## src/rtl/sync_phase_scan.sv

```systemverilog
// Detector-phase scan controller: steps the detector phase, runs one auto-sync
// measurement per step and reports the first phase at which t0 changes.
module sync_phase_scan #(
  parameter int TIME_BITS     = 8,
  parameter int PHASE_BITS    = 12,
  parameter int STEP_BITS     = 8,
  parameter int SETTLE_CYCLES = 16,
  parameter int WAIT_MAX      = 65535
) (
  input  logic                    clock_IO,
  input  logic                    reset_IO,
  input  logic                    scan_start,
  input  logic                    scan_abort,
  input  logic                    prim,
  input  logic [PHASE_BITS-1:0]   phase_ext,
  input  logic [PHASE_BITS-1:0]   phase_first,
  input  logic [PHASE_BITS-1:0]   phase_step,
  input  logic [STEP_BITS-1:0]    steps,
  output logic [2*PHASE_BITS-1:0] ps_phase,
  output logic                    ps_start,
  input  logic                    ps_active,
  output logic                    as_en,
  output logic                    as_prim,
  input  logic                    as_active,
  input  logic                    as_timeout,
  input  logic [4*TIME_BITS-1:0]  sync_time,
  output logic                    scan_busy,
  output logic                    scan_done,
  output logic                    scan_error,
  output logic                    edge_found,
  output logic [PHASE_BITS-1:0]   edge_phase,
  output logic [TIME_BITS-1:0]    edge_t0,
  output logic [STEP_BITS-1:0]    step_index
);

  typedef enum logic [2:0] {
    S_IDLE    = 3'd0,
    S_PS_REQ  = 3'd1,
    S_PS_WAIT = 3'd2,
    S_SETTLE  = 3'd3,
    S_AS_RUN  = 3'd4,
    S_EVAL    = 3'd5,
    S_DONE    = 3'd6
  } state_t;

  localparam logic [16:0] WAIT_LIMIT  = 17'(WAIT_MAX);
  localparam logic [15:0] SETTLE_LAST = 16'(SETTLE_CYCLES - 1);
  localparam logic [15:0] PS_MIN_LAST = 16'd3;
  localparam logic [15:0] AS_MIN_LAST = 16'd1;

  state_t                  state, state_nxt;
  logic [15:0]             cnt, cnt_nxt;
  logic [STEP_BITS-1:0]    k, k_nxt;
  logic [STEP_BITS-1:0]    steps_l, steps_l_nxt;
  logic [PHASE_BITS-1:0]   det, det_nxt;
  logic [PHASE_BITS-1:0]   ext, ext_nxt;
  logic [PHASE_BITS-1:0]   step_inc, step_inc_nxt;
  logic [TIME_BITS-1:0]    ref_t0, ref_t0_nxt;
  logic [2*PHASE_BITS-1:0] ps_phase_nxt;
  logic                    ps_start_nxt, as_en_nxt;
  logic                    busy_nxt, done_nxt, error_nxt, found_nxt;
  logic [PHASE_BITS-1:0]   edge_phase_nxt;
  logic [TIME_BITS-1:0]    edge_t0_nxt;
  logic [STEP_BITS-1:0]    step_index_nxt;

  logic [TIME_BITS-1:0]    t0;
  logic [PHASE_BITS-1:0]   det_inc;
  logic [16:0]             cnt_inc;
  logic                    wait_expired;
  logic                    unused_sync;

  assign t0           = sync_time[TIME_BITS-1:0];
  assign unused_sync  = ^sync_time[4*TIME_BITS-1:TIME_BITS];
  assign det_inc      = det + step_inc;
  assign cnt_inc      = {1'b0, cnt} + 17'd1;
  assign wait_expired = (cnt_inc >= WAIT_LIMIT);

  // State register and all registered outputs.
  always_ff @(posedge clock_IO or posedge reset_IO) begin
    if (reset_IO) begin
      state      <= S_IDLE;
      cnt        <= 16'd0;
      k          <= '0;
      steps_l    <= '0;
      det        <= '0;
      ext        <= '0;
      step_inc   <= '0;
      ref_t0     <= '0;
      ps_phase   <= '0;
      ps_start   <= 1'b0;
      as_en      <= 1'b0;
      as_prim    <= 1'b0;
      scan_busy  <= 1'b0;
      scan_done  <= 1'b0;
      scan_error <= 1'b0;
      edge_found <= 1'b0;
      edge_phase <= '0;
      edge_t0    <= '0;
      step_index <= '0;
    end else begin
      state      <= state_nxt;
      cnt        <= cnt_nxt;
      k          <= k_nxt;
      steps_l    <= steps_l_nxt;
      det        <= det_nxt;
      ext        <= ext_nxt;
      step_inc   <= step_inc_nxt;
      ref_t0     <= ref_t0_nxt;
      ps_phase   <= ps_phase_nxt;
      ps_start   <= ps_start_nxt;
      as_en      <= as_en_nxt;
      as_prim    <= prim;
      scan_busy  <= busy_nxt;
      scan_done  <= done_nxt;
      scan_error <= error_nxt;
      edge_found <= found_nxt;
      edge_phase <= edge_phase_nxt;
      edge_t0    <= edge_t0_nxt;
      step_index <= step_index_nxt;
    end
  end

  // Next-state, handshake timing, watchdog and result update.
  always_comb begin
    state_nxt      = state;
    cnt_nxt        = cnt;
    k_nxt          = k;
    steps_l_nxt    = steps_l;
    det_nxt        = det;
    ext_nxt        = ext;
    step_inc_nxt   = step_inc;
    ref_t0_nxt     = ref_t0;
    ps_phase_nxt   = ps_phase;
    busy_nxt       = scan_busy;
    done_nxt       = 1'b0;
    error_nxt      = scan_error;
    found_nxt      = edge_found;
    edge_phase_nxt = edge_phase;
    edge_t0_nxt    = edge_t0;
    step_index_nxt = step_index;

    case (state)
      S_IDLE: begin
        if (scan_start) begin
          ext_nxt        = phase_ext;
          det_nxt        = phase_first;
          step_inc_nxt   = phase_step;
          steps_l_nxt    = steps;
          k_nxt          = '0;
          cnt_nxt        = 16'd0;
          error_nxt      = 1'b0;
          found_nxt      = 1'b0;
          edge_phase_nxt = '0;
          edge_t0_nxt    = '0;
          step_index_nxt = '0;
          if (steps == '0) begin
            state_nxt = S_DONE;
          end else begin
            state_nxt    = S_PS_REQ;
            busy_nxt     = 1'b1;
            ps_phase_nxt = {phase_ext, phase_first};
          end
        end else begin
          state_nxt = S_IDLE;
        end
      end
      S_PS_REQ: begin
        cnt_nxt   = 16'd0;
        state_nxt = S_PS_WAIT;
      end
      S_PS_WAIT: begin
        if ((cnt >= PS_MIN_LAST) && !ps_active) begin
          cnt_nxt   = 16'd0;
          state_nxt = S_SETTLE;
        end else if (wait_expired) begin
          error_nxt = 1'b1;
          state_nxt = S_DONE;
        end else begin
          cnt_nxt = cnt_inc[15:0];
        end
      end
      S_SETTLE: begin
        if (cnt >= SETTLE_LAST) begin
          cnt_nxt   = 16'd0;
          state_nxt = S_AS_RUN;
        end else begin
          cnt_nxt = cnt_inc[15:0];
        end
      end
      S_AS_RUN: begin
        if ((cnt >= AS_MIN_LAST) && !as_active) begin
          cnt_nxt   = 16'd0;
          state_nxt = S_EVAL;
        end else if (wait_expired) begin
          error_nxt = 1'b1;
          state_nxt = S_DONE;
        end else begin
          cnt_nxt = cnt_inc[15:0];
        end
      end
      S_EVAL: begin
        // The first step's t0 is the reference every later step is compared with.
        if (as_timeout) begin
          error_nxt = 1'b1;
          state_nxt = S_DONE;
        end else if ((k != '0) && (t0 != ref_t0)) begin
          found_nxt      = 1'b1;
          edge_phase_nxt = det;
          edge_t0_nxt    = t0;
          state_nxt      = S_DONE;
        end else begin
          if (k == '0) begin
            ref_t0_nxt = t0;
          end else begin
            ref_t0_nxt = ref_t0;
          end
          if (k == (steps_l - STEP_BITS'(1))) begin
            state_nxt = S_DONE;
          end else begin
            k_nxt          = k + STEP_BITS'(1);
            step_index_nxt = k + STEP_BITS'(1);
            det_nxt        = det_inc;
            ps_phase_nxt   = {ext, det_inc};
            state_nxt      = S_PS_REQ;
          end
        end
      end
      S_DONE: begin
        done_nxt  = 1'b1;
        busy_nxt  = 1'b0;
        state_nxt = S_IDLE;
      end
      default: begin
        state_nxt = S_IDLE;
        busy_nxt  = 1'b0;
      end
    endcase

    // Abort wins over every transition and leaves results as they were.
    if (scan_abort && (state != S_IDLE)) begin
      state_nxt      = S_IDLE;
      busy_nxt       = 1'b0;
      done_nxt       = 1'b0;
      error_nxt      = scan_error;
      found_nxt      = edge_found;
      edge_phase_nxt = edge_phase;
      edge_t0_nxt    = edge_t0;
      step_index_nxt = step_index;
    end else begin
      busy_nxt = busy_nxt;
    end

    ps_start_nxt = (state_nxt == S_PS_REQ);
    as_en_nxt    = (state_nxt == S_AS_RUN);
  end

endmodule

```

## config.mk

```make
export PLATFORM = sky130hd
export DESIGN_NAME = sync_phase_scan
export DESIGN_NICKNAME = d
export VERILOG_FILES = /design/src/rtl/sync_phase_scan.sv
export SDC_FILE = /design/constraint.sdc
export NUM_CORES = 1
export LEC_CHECK = 0
export BUFFER_PORTS_ARGS = -buffer_cell sky130_fd_sc_hd__buf_2
export CAP_MARGIN = 20
export CORE_UTILIZATION = 60
export CTS_CLUSTER_SIZE = 14
export DETAILED_ROUTE_END_ITERATION = 12
export PLACE_DENSITY = 0.83
export SLEW_MARGIN = 20
export SYNTH_ARGS = -nofsm -noshare
export SYNTH_HDL_FRONTEND = slang
export SYNTH_SLANG_ARGS = --single-unit
```

## constraint.sdc

```tcl
create_clock -name clock_IO -period 7 [get_ports clock_IO]
set_input_delay 0.7 -clock clock_IO [delete_from_list [all_inputs] [get_ports clock_IO]]
set_output_delay 0.7 -clock clock_IO [all_outputs]
set_load 0.005 [all_outputs]
```

; ---- Yosys cells after proc, flatten, opt, wreduce, memory -nomap -nowiden
; Index checks and enable logic that the tools add are counted.
[totals]
word_cells = 131
reg_bits = 138
in_bits = 84
out_inout_bits = 59
[op_classes]
reduce_logical = 24
eq_ne = 22
n_addsub = 4
n_bitwise = 3
n_mux = 55
n_lt_le_gt_ge = 4
[op_table]
columns = op, n
row1 = 2-to-1 mux 24 bit, 5
row2 = 2-to-1 mux 12 bit, 7
row3 = 2-to-1 mux 16 bit, 5
row4 = case mux 16 bit (5 select lines), 1
row5 = 2-to-1 mux 8 bit, 6
row6 = case mux 12 bit (2 select lines), 2
row7 = case mux 24 bit (2 select lines), 1
row8 = case mux 8 bit (2 select lines), 2
row9 = 2-to-1 mux 3 bit, 10
row10 = != test 2 bit (second input constant), 9
row11 = case mux 3 bit (6 select lines), 1
row12 = AND reduction 6 bit, 3
row13 = adder 16 x 1 -> 17 bit (second input constant), 1
row14 = greater-or-equal comparator 17 x 16 -> 1 bit (second input constant), 1
row15 = greater-or-equal comparator 16 x 1 -> 1 bit (second input constant), 1
row16 = greater-or-equal comparator 16 x 2 -> 1 bit (second input constant), 1
row17 = greater-or-equal comparator 16 x 4 -> 1 bit (second input constant), 1
row18 = logical NOT 8 bit, 2
row19 = adder 12 bit, 1
row20 = == test 3 bit (second input constant), 4
row21 = 2-to-1 mux 1 bit, 12
row22 = AND reduction 5 bit, 2
row23 = adder 8 x 1 -> 8 bit (second input constant), 1
row24 = == test 8 bit, 1
row25 = 21 further kinds, 32

; ---- Longest topological paths before layout
; Gate-level depths: netlist of the first run.
[depth]
depth_word = 8
mapped_depth = 12
depth_no_buf = 11

; ---- Worst setup path after synthesis of the first run
; OpenSTA, ideal clock, no wires.
[synth_timing]
path_kind = register to register
from = reg cnt[0]
to = reg cnt[3]
path_slack_ns = 4.391
stages_incl_launch_ff = 11
synth_period_minus_slack_ns = 2.609
n_path_buf = 1
setup_time_ns = 0.087
t_required_ns = 6.913
t_arrival_ns = 2.522
path_cell_list = dfrtp_1 -> ha_1 -> nand3_2 -> or3_1 -> a211oi_1 -> o2111ai_1 -> o41ai_4 -> and2_1 -> buf_4 -> nor2_2 -> a211oi_2
[synth_via]
elab_chain_len = 5
word_cells_on_any_way = 12
classes_between = add/sub (1) / order compare (4) / mux (5) / reduce/logical (2)
[synth_lines]
columns = item, line_no
row1 = from (decl), 52  ; logic [15:0] cnt, cnt_nxt;
row2 = from (signal assigned), 102  ; cnt <= cnt_nxt;
row3 = adder 16 x 1 -> 17 bit, 75  ; assign cnt_inc = {1'b0, cnt} + 17'd1;
row4 = greater-or-equal comparator 17 x 16 -> 1 bit, 76  ; assign wait_expired = (cnt_inc >= WAIT_LIMIT);
row5 = 2-to-1 mux 16 bit, "175, 194"
row6 = 2-to-1 mux 16 bit (on tied branches), "191, 172"
row7 = case mux 16 bit (5 select lines) (*), 142  ; case (state)
; Every way passes the cells marked *; elsewhere a longest branch is shown, timed or not.
; A chain may end at the register's enable or synchronous reset.

; ---- Final worst setup path of the first run
[layout_timing]
from = reg steps_l[0]
to = reg ps_phase[4]
[layout_via]
elab_chain_len = 4
[layout_lines]
columns = item, line_no
row1 = from (decl), 54  ; logic [STEP_BITS-1:0] steps_l, steps_l_nxt;
row2 = from (signal assigned), 104  ; steps_l <= steps_l_nxt;
row3 = subtractor 8 x 1 -> 8 bit, 217  ; if (k == (steps_l - STEP_BITS'(1))) begin
row4 = == test 8 bit, 217
row5 = != test 2 bit (no line), -
row6 = AND reduction 6 bit (no line), -
row7 = to (signal assigned), 109  ; ps_phase <= ps_phase_nxt;
row8 = to (decl), 19  ; output logic [2*PHASE_BITS-1:0] ps_phase,
; No other way between the ends.

==> results of run 1 <==
[stage by stage]
step	utilization [%]	hold WS, ns	setup WS (ns)
after floorplan	-	0.445	2.60
after global placement	68.1	0.455	3.49
after detailed placement	68.1	0.465	3.41
after CTS	73.1	0.374	3.57
after global routing	73.1	0.368	3.35
final	73.1	0.383	3.55
[worst register-to-register path, cell delays in order (launching register included)]
cell,delay [ns]
dfrtp_1,0.43
inv_1,0.10
ha_1,0.22
nor2_1,0.07
and4_1,0.23
a2111oi_4,0.38
a2111oi_4,0.12
o31ai_4,0.84
nand2_4,0.48
mux2_4,0.46
[layer usage]
metal	global-route usage, %	vias up
met3	7.56	40
met4	11.5	0
li1	-	2945
met1	40.7	3019
met5	0	-
met2	51.3	246
[area by class of cell]
type,instances,area [um2],area share (%)
clock inverters,10,91.3,1.07
multi-input cells,575,3600,42.3
clock buffers,22,484,5.68
flip-flops and latches,138,3450,40.5
repair buffers,123,628,7.37
well taps,143,179,2.10
inverters,20,80.1,0.940
[state kept, by name (all words and copies together) (netlist names), 3 cells and up]
signal	flops
cnt	16
det	12
edge_phase	12
edge_t0	8
ext	12
k	8
ps_phase	24
ref_t0	8
state	3
step_inc	12
step_index	8
steps_l	8
[layout by cell type (no fill, tap or decap), drive strengths merged, types with 5 or more instances in the layout]
cell,synthesis,routed
xor2,12,12
a21o,6,6
and3,11,11
o21ai,67,67
a21oi,37,37
nor2b,8,8
clkinv,0,6
dfrtp,138,138
or3,5,5
inv,20,21
mux2i,14,14
nor2,48,48
mux2,18,18
nand2,151,151
ha,18,18
a22o,20,20
buf,13,123
nand3,15,15
a211oi,11,11
a31oi,7,7
nand4,8,8
nor3,24,24
nand2b,6,6
clkbuf,27,22
a31o,8,8
xnor2,20,20
nor4,9,9
[where the power goes]
| group | total [uW] | switching [uW] | internal, uW | leakage [uW] |
|---|---|---|---|---|
| registers | 1200 | 186 | 1010 | 0.00178 |
| clock network | 870 | 344 | 525 | 0.000282 |
| logic | 1130 | 672 | 460 | 0.00222 |
| total | 3200 | 1200 | 2000 | 0.00428 |
[path summary, 6_finish.rpt]
| path | from | endpoint | slack (ns) |
|---|---|---|---|
| worst max-delay path | steps_l[0] | ps_phase[4] | 3.55 |
| worst max register to register | steps_l[0] | ps_phase[4] | 3.55 |
| max in group asynchronous | reset_IO | steps_l[6] | 5.36 |
| worst min-delay path | prim | as_prim | 0.38 |
| min in group asynchronous | reset_IO | cnt[13] | 0.41 |
| worst min register to register | ps_phase[17] | ps_phase[17] | 0.47 |
[cells by family (layout without fill, tap and decap cells)]
| family | count (synthesis) | after routing | share of synthesized area [%] |
|---|---|---|---|
| adders and majority gates | 19 | 19 | 3.35 |
| xor gates and xnor gates | 32 | 32 | 3.94 |
| AOI/OAI and AO/OA | 188 | 188 | 17.6 |
| DFF | 138 | 138 | 47.2 |
| and+or+nand+nor | 304 | 304 | 19.5 |
| buffers and inverters | 60 | 175 | 3.58 |
| muxes | 32 | 32 | 4.79 |
==> impl_metrics.csv, run 1 <==
group,metric,value,unit
sta,max_freq,290,MHz
clock_tree,worstSkewPairLatency,0.43,ns
synthesis,yosysUniqueCellTypes,71,
critical_path,cp.depth,9,
die,io_pins,143,
detailed_routing,wl,18.3,mm
detailed_routing,wl_met1,7.75,mm
synthesis,ys_ff_latch,138,
critical_path,worstSetupStartpointType,"flip-flop",
placement,dp_cells,999,
critical_path,crit_slowest_cell,"o31ai_4",
cells_and_area,final_cells,1031,
cells_and_area,layout-drive-gt1-share,22.5,%
critical_path,crit_family,"compound AO/OA/AOI/OAI gates",
synthesis,synth_flop_cell,"dfrtp_1",
power_and_ir_drop,powerDensity,376,mW/mm2
synthesis,yosysSeqAreaShare,47.2,%
critical_path,critPathMaxFanout,43,
synthesis,synth_area_leader_cell,"dfrtp_1",
die,die_height,112,um
worst_hold_path,hold_path.class,"in2reg",
critical_path,required,7.31,ns
die,initial_core_util,62.7,%
detailed_routing,met2WireLength,8.91,mm
detailed_routing,maxUsedRoutingLayer,"met4",
die,die_width,112,um
detailed_routing,vias,6250,
clock_tree,htree_levels,4,
clock_tree,clk_pin_slew,0.06,ns
global_routing,grt_pass1_wl,30.9,mm
synthesis,yosys-top-cells-count,"nand2_1 (150), dfrtp_1 (138), o21ai_0 (66)",
placement,placed_cell_area,0.00795,mm2
critical_path,r2r_cells,9,
sta,tightest_slew,1.01,ns
clock_tree,cts_tree,"done",
worst_hold_path,hold_depth,1,
synthesis,synthArstFlopShare,100,%
die,rows,39,
sta,rsz0062_at_grt,"no",
cells_and_area,fill_cells,836,
detailed_routing,vias_per_cell,6.06,
placement,io_buffers,118,
clock_tree,max-clock-path-buffers,2,
synthesis,syn_inst,773,
critical_path,path_buf_inv,1,
sta,min_period,3.45,ns
cells_and_area,syn2layout_area_growth,16.5,%
critical_path,crit_type,"reg2reg",
global_routing,track_usage,31.3,%
synthesis,yosys_warnings,0,
critical_path,arrival,3.77,ns
clock_tree,root_buffer,"clkbuf_16",
sta,finalClockSkew,0.00951,ns
detailed_routing,dr.pass1.iters,5,
global_routing,grt_max_degree,80,
cells_and_area,fin_area,0.00852,mm2
clock_tree,cts.sinks,138,
detailed_routing,met3_length,1.18,mm
power_and_ir_drop,vdd_drop_max,0.287,mV
detailed_routing,drc,0,
global_routing,first_global_vias,6277,
sta,finalSetupViolCount,0,
cells_and_area,nNetsFinal,978,
synthesis,synth_top_area_share,47.2,%
sta,tns,0,ns
clock_tree,hold_buffers,0,
flow_run,maxCapViolations,0,
critical_path,crit_chain,"inv_1 -> ha_1 -> nor2_1 -> and4_1 -> a2111oi_4 -> a2111oi_4 -> o31ai_4 -> nand2_4 -> mux2_4",
sta,fin_crit_sh,49.3,%
synthesis,synthesis.nets,876,
synthesis,synth.avg_cell_area,9.46,um2
synthesis,synth-edff-count,0,
critical_path,cpMostUsedCell,"a2111oi_4",
clock_tree,cts.repair.resized,0,
die,design.die.area,0.0126,mm2
critical_path,max_stage_delay,0.84,ns
sta,slew_headroom,32.7,%
detailed_routing,antenna_left,0,
detailed_routing,wire_per_inst,17.7,um
power_and_ir_drop,leakage,0.00428,uW
detailed_routing,drt_iter0_drc,381,
clock_tree,cts.repair_timing.setup_buffer_count,0,
synthesis,synth_top_cells_by_area,"dfrtp_1 (47%), nand2_1 (7.7%), o21ai_0 (4.5%)",
placement,hpwl,12.4,mm
global_routing,antenna_found_initial,0,
clock_tree,cts_buffers,17,
global_routing,overflow,0,
cells_and_area,antenna_cells,0,
critical_path,endpoint_kind,"flip-flop",
placement,gp_congestion,0.831,
synthesis,synth_most_common_cell,"nand2_1",
sta,hold_viol,0,
sta,drv_slew,0,
synthesis,synth_area,0.00731,mm2
power_and_ir_drop,p_total,3200,uW
outcome,outcome,"completed",
die,core_area,0.0117,mm2
No activity file was read; power rests on OpenSTA's default activity.
==> inputs of run 2 (changes only) <==
--- a/config.mk
+++ b/config.mk
@@ -7,10 +7,10 @@
 export LEC_CHECK = 0
 export BUFFER_PORTS_ARGS = -buffer_cell sky130_fd_sc_hd__buf_2
 export CAP_MARGIN = 20
-export CORE_UTILIZATION = 60
+export CORE_UTILIZATION = 50
 export CTS_CLUSTER_SIZE = 14
 export DETAILED_ROUTE_END_ITERATION = 12
-export PLACE_DENSITY = 0.83
+export PLACE_DENSITY = 0.73
 export SLEW_MARGIN = 20
 export SYNTH_ARGS = -nofsm -noshare
 export SYNTH_HDL_FRONTEND = slang
==> constraint.sdc (replaced) <==
create_clock -name clock_IO -period 2.9 [get_ports clock_IO]
set_input_delay 0.29 -clock clock_IO [delete_from_list [all_inputs] [get_ports clock_IO]]
set_output_delay 0.29 -clock clock_IO [all_outputs]
set_load 0.005 [all_outputs]
==> run 2 against run 1 <==
Compared with the run above: first-iteration DRC count rose by 1.6%; cell area increased by 4.8%; setup slack lost 3.4 ns; critical path depth rose by 1; sequential share of layout area shrank 1.9 points; worst hold slack worse by 0.33 ns; wire length shrank 1.8%; core utilization down 9.7 points; clock power increased to 2.5 times the previous value; sequential cell count is the same; critical endpoint is now det[9].
==> impl_metrics.csv, run 2 (synthesis gave the netlist of run 1 again) <==
group,metric,value,unit
outcome,outcome,"completed",
detailed_routing,vias_per_cell,5.60,
cells_and_area,largest-register,"ps_phase",
critical_path,r2r_end,"det[9]",
critical_path,crit_type,"reg2reg",
cells_and_area,syn2layout_area_growth,22.1,%
critical_path,r2r_start,"steps_l[0]",
critical_path,arrival,3.04,ns
cells_and_area,top_regs,"ps_phase x24, cnt x16",
die,die_width,123,um
worst_hold_path,hold_depth,3,
detailed_routing,vias,6212,
flow_run,maxCapViolations,0,
worst_hold_path,hp-start,"phase_step[5]",
sta,hold_viol,0,
cells_and_area,nNetsFinal,1020,
sta,hold_ws,0.0494,ns
sta,max_freq,366,MHz
clock_tree,worstSkewPairLatency,0.43,ns
detailed_routing,drt_iter0_drc,387,
sta,drv_slew,0,
sta,tightest_slew,1.12,ns
power_and_ir_drop,vdd_drop_max,0.515,mV
clock_tree,cts_buffers,17,
critical_path,endpoint_kind,"flip-flop",
cells_and_area,largest_reg_flops,24,
sta,slew_headroom,25.3,%
sta,fin_crit_sh,94.3,%
global_routing,antenna_found_initial,2,
global_routing,grt_pass1_wl,29.0,mm
die,initial_core_util,51.9,%
die,core_area,0.0141,mm2
clock_tree,cts_tree,"done",
sta,finalSetupViolCount,0,
die,design.die.area,0.0151,mm2
sta,min_period,2.73,ns
worst_hold_path,hold_path.class,"in2reg",
placement,gp_congestion,0.871,
clock_tree,htree_levels,4,
global_routing,track_usage,25.0,%
cells_and_area,final_cell_mix,"nand2_1 (149), dfrtp_1 (138), buf_2 (118)",
critical_path,r2r_slack,0.17,ns
clock_tree,root_buffer,"clkbuf_16",
clock_tree,max-clock-path-buffers,2,
global_routing,grt_max_degree,78,
detailed_routing,antenna_left,0,
worst_hold_path,hold_end,"step_inc[5]",
critical_path,r2r_cells,10,
die,io_pins,143,
global_routing,overflow,0,
placement,dp_cells,1074,
placement,hpwl,12.1,mm
power_and_ir_drop,leakage,0.00448,uW
cells_and_area,layout-drive-gt1-share,25.8,%
cells_and_area,final_common_cell,"nand2_1",
die,die_height,123,um
sta,finalClockSkew,0.00971,ns
placement,io_buffers,118,
detailed_routing,drc,0,
critical_path,critPathMaxFanout,18,
cells_and_area,final_cells,1110,
critical_path,worstSetupStartpointType,"flip-flop",
clock_tree,cts.sinks,138,
global_routing,first_global_vias,5787,
die,rows,43,
detailed_routing,wire_per_inst,16.1,um
critical_path,required,3.21,ns
power_and_ir_drop,powerDensity,885,mW/mm2
sta,rsz0062_at_grt,"yes",
detailed_routing,wl,17.9,mm
clock_tree,clk_pin_slew,0.06,ns
detailed_routing,dr.pass1.iters,4,
==> run 2: worst max-delay path: stages, from the launching register on <==
cell	delay [ns]
dfrtp_1	0.42
inv_1	0.09
ha_1	0.23
nor2_1	0.07
and4_1	0.23
a2111oi_4	0.38
a2111oi_4	0.06
buf_4	0.18
o31ai_4	0.27
buf_4	0.32
mux2_2	0.36
==> run 2: repair_timing <==
| action | in CTS | in global routing |
|---|---|---|
| setup endpoints to repair | 0 | 33 |
| hold endpoints to repair | 7 | 0 |
| buffers inserted | 0 | 1 |
| gates resized for setup | 0 | 3 |
| hold buffers | 2 | 0 |
==> run 2: how the worst max path moves through the flow <==
stage	slack, ns	endpoint	startpoint
after global routing	-0.009	det[9]	steps_l[0]
after detailed placement	0.10	cnt[0]	cnt[0]
after floorplan	0.29	cnt[3]	cnt[0]
after global placement	0.19	step_index[3]	steps_l[0]
after CTS	0.03	cnt[0]	cnt[0]
final	0.17	det[9]	steps_l[0]
==> run 2: layer usage <==
metal	up-vias	GRT usage, %	share of wire (%)
met5	-	0	0.073
met4	2	8.69	1.7
met3	25	6.27	6.1
met2	170	37.0	45
met1	2981	35.7	47
li1	3034	-	-
==> run 2: layout make-up <==
| type | instances | area [um2] |
|---|---|---|
| clock inverters | 11 | 148 |
| repair buffers | 164 | 953 |
| inverters | 20 | 78.8 |
| fillers | 1182 | 5170 |
| diodes | 1 | 2.50 |
| flip-flops and latches | 138 | 3450 |
| well taps | 180 | 225 |
| multi-input cells | 576 | 3620 |
| clock buffers | 20 | 447 |
==> run 2: stage by stage <==
stage	TNS, ns	area (um2)	utilization, %	total power (uW)	setup slack (ns)
after floorplan	0	7310	-	4810	0.291
after global placement	0	8290	58.8	5610	0.188
after detailed placement	0	8290	58.8	5670	0.101
after CTS	0	8900	63.2	7900	0.0286
after global routing	-0.0280	8930	63.3	8450	-0.00858
final	0	8930	63.3	7900	0.166
==> run 2: power breakdown <==
group | switching, uW | total, uW | internal (uW) | leakage (uW)
registers | 389 | 2840 | 2450 | 0.00178
clock network | 831 | 2200 | 1370 | 0.000278
logic | 1640 | 2870 | 1220 | 0.00242
==> inputs of run 3 (changes only) <==
--- a/config.mk
+++ b/config.mk
@@ -7,10 +7,12 @@
 export LEC_CHECK = 0
 export BUFFER_PORTS_ARGS = -buffer_cell sky130_fd_sc_hd__buf_2
 export CAP_MARGIN = 20
-export CORE_UTILIZATION = 50
+export CELL_PAD_IN_SITES_DETAIL_PLACEMENT = 0
+export CELL_PAD_IN_SITES_GLOBAL_PLACEMENT = 2
+export CORE_UTILIZATION = 31
 export CTS_CLUSTER_SIZE = 14
 export DETAILED_ROUTE_END_ITERATION = 12
-export PLACE_DENSITY = 0.73
+export PLACE_DENSITY = 0.74
 export SLEW_MARGIN = 20
 export SYNTH_ARGS = -nofsm -noshare
 export SYNTH_HDL_FRONTEND = slang
==> run 3 against run 2 <==
Compared with the run above: worst hold slack worse by 0.0018 ns; sequential cell count stayed put; setup slack gained 0.015 ns; cell count increased by 13%; register-to-register slack hardly changed; first-iteration DRC count decreased by 42%; clock-buffer cell count shrank 2; core utilization decreased by 23 points; cell area is 2.5% higher; non-clock buffer count rose by 9; combinational power about the same; wire length up 14%.
==> impl_metrics.csv, run 3 (synthesis gave the netlist of run 1 again) <==
group,metric,value,unit
cells_and_area,final_cell_mix,"nand2_1 (149), dfrtp_1 (138), buf_2 (118)",
critical_path,r2r_end,"det[6]",
power_and_ir_drop,internal-power,4870,uW
die,initial_core_util,31.9,%
power_and_ir_drop,powerDensity,861,mW/mm2
clock_tree,htree_levels,4,
global_routing,first_global_vias,6091,
detailed_routing,wl,20.4,mm
sta,rsz0062_at_grt,"no",
critical_path,worstSetupStartpointType,"flip-flop",
cells_and_area,largest_reg_flops,24,
cells_and_area,top_regs,"ps_phase x24, cnt x16",
critical_path,max_stage_delay,0.43,ns
detailed_routing,vias,6104,
outcome,outcome,"completed",
detailed_routing,wire_per_inst,16.3,um
power_and_ir_drop,p_switching,3010,uW
die,io_pins,143,
worst_hold_path,hold_depth,3,
power_and_ir_drop,p_sw_share,38.2,%
clock_tree,cts.sinks,138,
worst_hold_path,hp-start,"phase_step[6]",
cells_and_area,fill_cells,2326,
detailed_routing,dr.pass1.iters,4,
sta,fin_crit_sh,93.8,%
global_routing,overflow,0,
clock_tree,worstSkewPairLatency,0.43,ns
detailed_routing,drc,0,
power_and_ir_drop,p_comb_share,36.6,%
cells_and_area,utilization,39.9,%
global_routing,grt_pass1_wl,32.7,mm
clock_tree,cts_tree,"done",
global_routing,grt_max_degree,139,
critical_path,r2r_start,"steps_l[0]",
detailed_routing,antenna_left,0,
flow_run,maxCapViolations,0,
cells_and_area,largest-register,"ps_phase",
critical_path,crit_slowest_cell,"dfrtp_1",
critical_path,arrival,3.03,ns
die,design.die.area,0.0242,mm2
die,die_width,156,um
cells_and_area,layout-drive-gt1-share,27.4,%
placement,hpwl,14.0,mm
global_routing,track_usage,17.4,%
critical_path,crit_chain,"inv_1 -> ha_1 -> nor2_1 -> and4_1 -> a2111oi_4 -> a2111oi_4 -> buf_4 -> o31ai_4 -> buf_4 -> mux2_2",
sta,finalClockSkew,0.0128,ns
critical_path,r2r_slack,0.18,ns
clock_tree,clk_pin_slew,0.07,ns
cells_and_area,final_common_cell,"nand2_1",
critical_path,critPathMaxFanout,18,
sta,drv_slew,0,
sta,hold_ws,0.0476,ns
sta,max_freq,368,MHz
clock_tree,max-clock-path-buffers,2,
power_and_ir_drop,vdd_drop_max,0.375,mV
detailed_routing,drt_iter0_drc,226,
worst_hold_path,hold_end,"step_inc[6]",
worst_hold_path,hold_path.class,"in2reg",
power_and_ir_drop,clkPwrFrac,27.2,%
critical_path,required,3.21,ns
power_and_ir_drop,power_frac_seq,36.1,%
critical_path,r2r_cells,10,
clock_tree,cts_buffers,17,
sta,hold_viol,0,
global_routing,antenna_found_initial,3,
power_and_ir_drop,leakage,0.00453,uW
placement,io_buffers,118,
cells_and_area,syn2layout_area_growth,25.2,%
die,core_area,0.0229,mm2
cells_and_area,nNetsFinal,1029,
sta,slew_headroom,22.7,%
critical_path,endpoint_kind,"flip-flop",
placement,gp_congestion,0.796,
die,rows,55,
sta,finalSetupViolCount,0,
detailed_routing,vias_per_cell,4.87,
sta,min_period,2.72,ns
clock_tree,root_buffer,"clkbuf_16",
critical_path,crit_type,"reg2reg",
die,die_height,156,um
sta,tightest_slew,1.16,ns
-- run 3: cell types whose count changed in the layout (fill, tap and decap cells not counted), moves of 2 or more --
cell and delta:
a211oi_1 -2, buf_4 +10, inv_8 +2, inv_6 +3, bufinv_16 -2, a211oi_2 +2
-- run 3: area by class of cell --
type | count | area, um2 | share of cell area [%]
clock buffers | 18 | 429 | 4.69
diodes | 1 | 2.50 | 0.0273
multi-input cells | 576 | 3640 | 39.8
well taps | 313 | 392 | 4.28
clock inverters | 14 | 138 | 1.50
repair buffers | 173 | 1020 | 11.1
flip-flops and latches | 138 | 3450 | 37.7
inverters | 20 | 78.8 | 0.861
-- run 3: how the worst max path moves through the flow --
stage                     startpoint       to  slack [ns]  cells after the start
after floorplan               cnt[0]   cnt[3]        0.29                     10
after global placement        cnt[0]   cnt[3]      -0.003                      9
after detailed placement      cnt[0]   cnt[3]        0.06                      9
after CTS                     cnt[0]   cnt[3]        0.03                      9
after global routing          cnt[1]  cnt[13]        0.03                     12
final                     steps_l[0]   det[6]        0.18                     10
-- run 3: timing repair --
item | 4_1_cts | 5_1_grt
endpoints found under the setup margin | 0 | 15
gates resized for setup | 0 | 7
hold buffers | 1 | 0
buffers inserted | 0 | 3
hold endpoints to repair | 1 | 0
-- run 3: per-stage QoR --
stage / instance area, um2 / power, uW / setup TNS [ns] / cells / setup WS, ns
floorplan: 7310 / 4810 / 0 / 773 / 0.291
global placement: 8520 / 5740 / -0.00396 / 1215 / -0.00310
detailed placement: 8520 / 5750 / 0 / 1215 / 0.0563
CTS: 9090 / 7960 / 0 / 1248 / 0.0327
global route: 9150 / 8500 / 0 / 1253 / 0.0346
finish: 9150 / 7880 / 0 / 1253 / 0.181
-- run 3: power by group through the flow --
| stage | logic [uW] | clock network [uW] | registers, uW |
|---|---|---|---|
| floorplan | 2010 | 0 | 2800 |
| global placement | 2860 | 0 | 2880 |
| detailed placement | 2870 | 0 | 2880 |
| CTS | 2890 | 2210 | 2860 |
| global route | 3290 | 2290 | 2920 |
| finish | 2890 | 2140 | 2850 |
-- run 3: routing by layer --
| metal | vias to the layer above | share of wire [%] | GRT usage (%) |
|---|---|---|---|
| li1 | 3040 | - | - |
| met1 | 2940 | 48 | 22.8 |
| met2 | 103 | 47 | 28.1 |
| met3 | 17 | 4.9 | 5.06 |
| met4 | 4 | 0.82 | 4.44 |
| met5 | - | 0.13 | 0 |
-- run 3: critical path: cells and delay by family, from the launching register on --
family / cells / cell delay, ns
compound gates: 3 / 0.69
flops: 1 / 0.43
mux: 1 / 0.37
buf+inv: 3 / 0.59
simple gates: 2 / 0.29
fa+ha+maj: 1 / 0.23
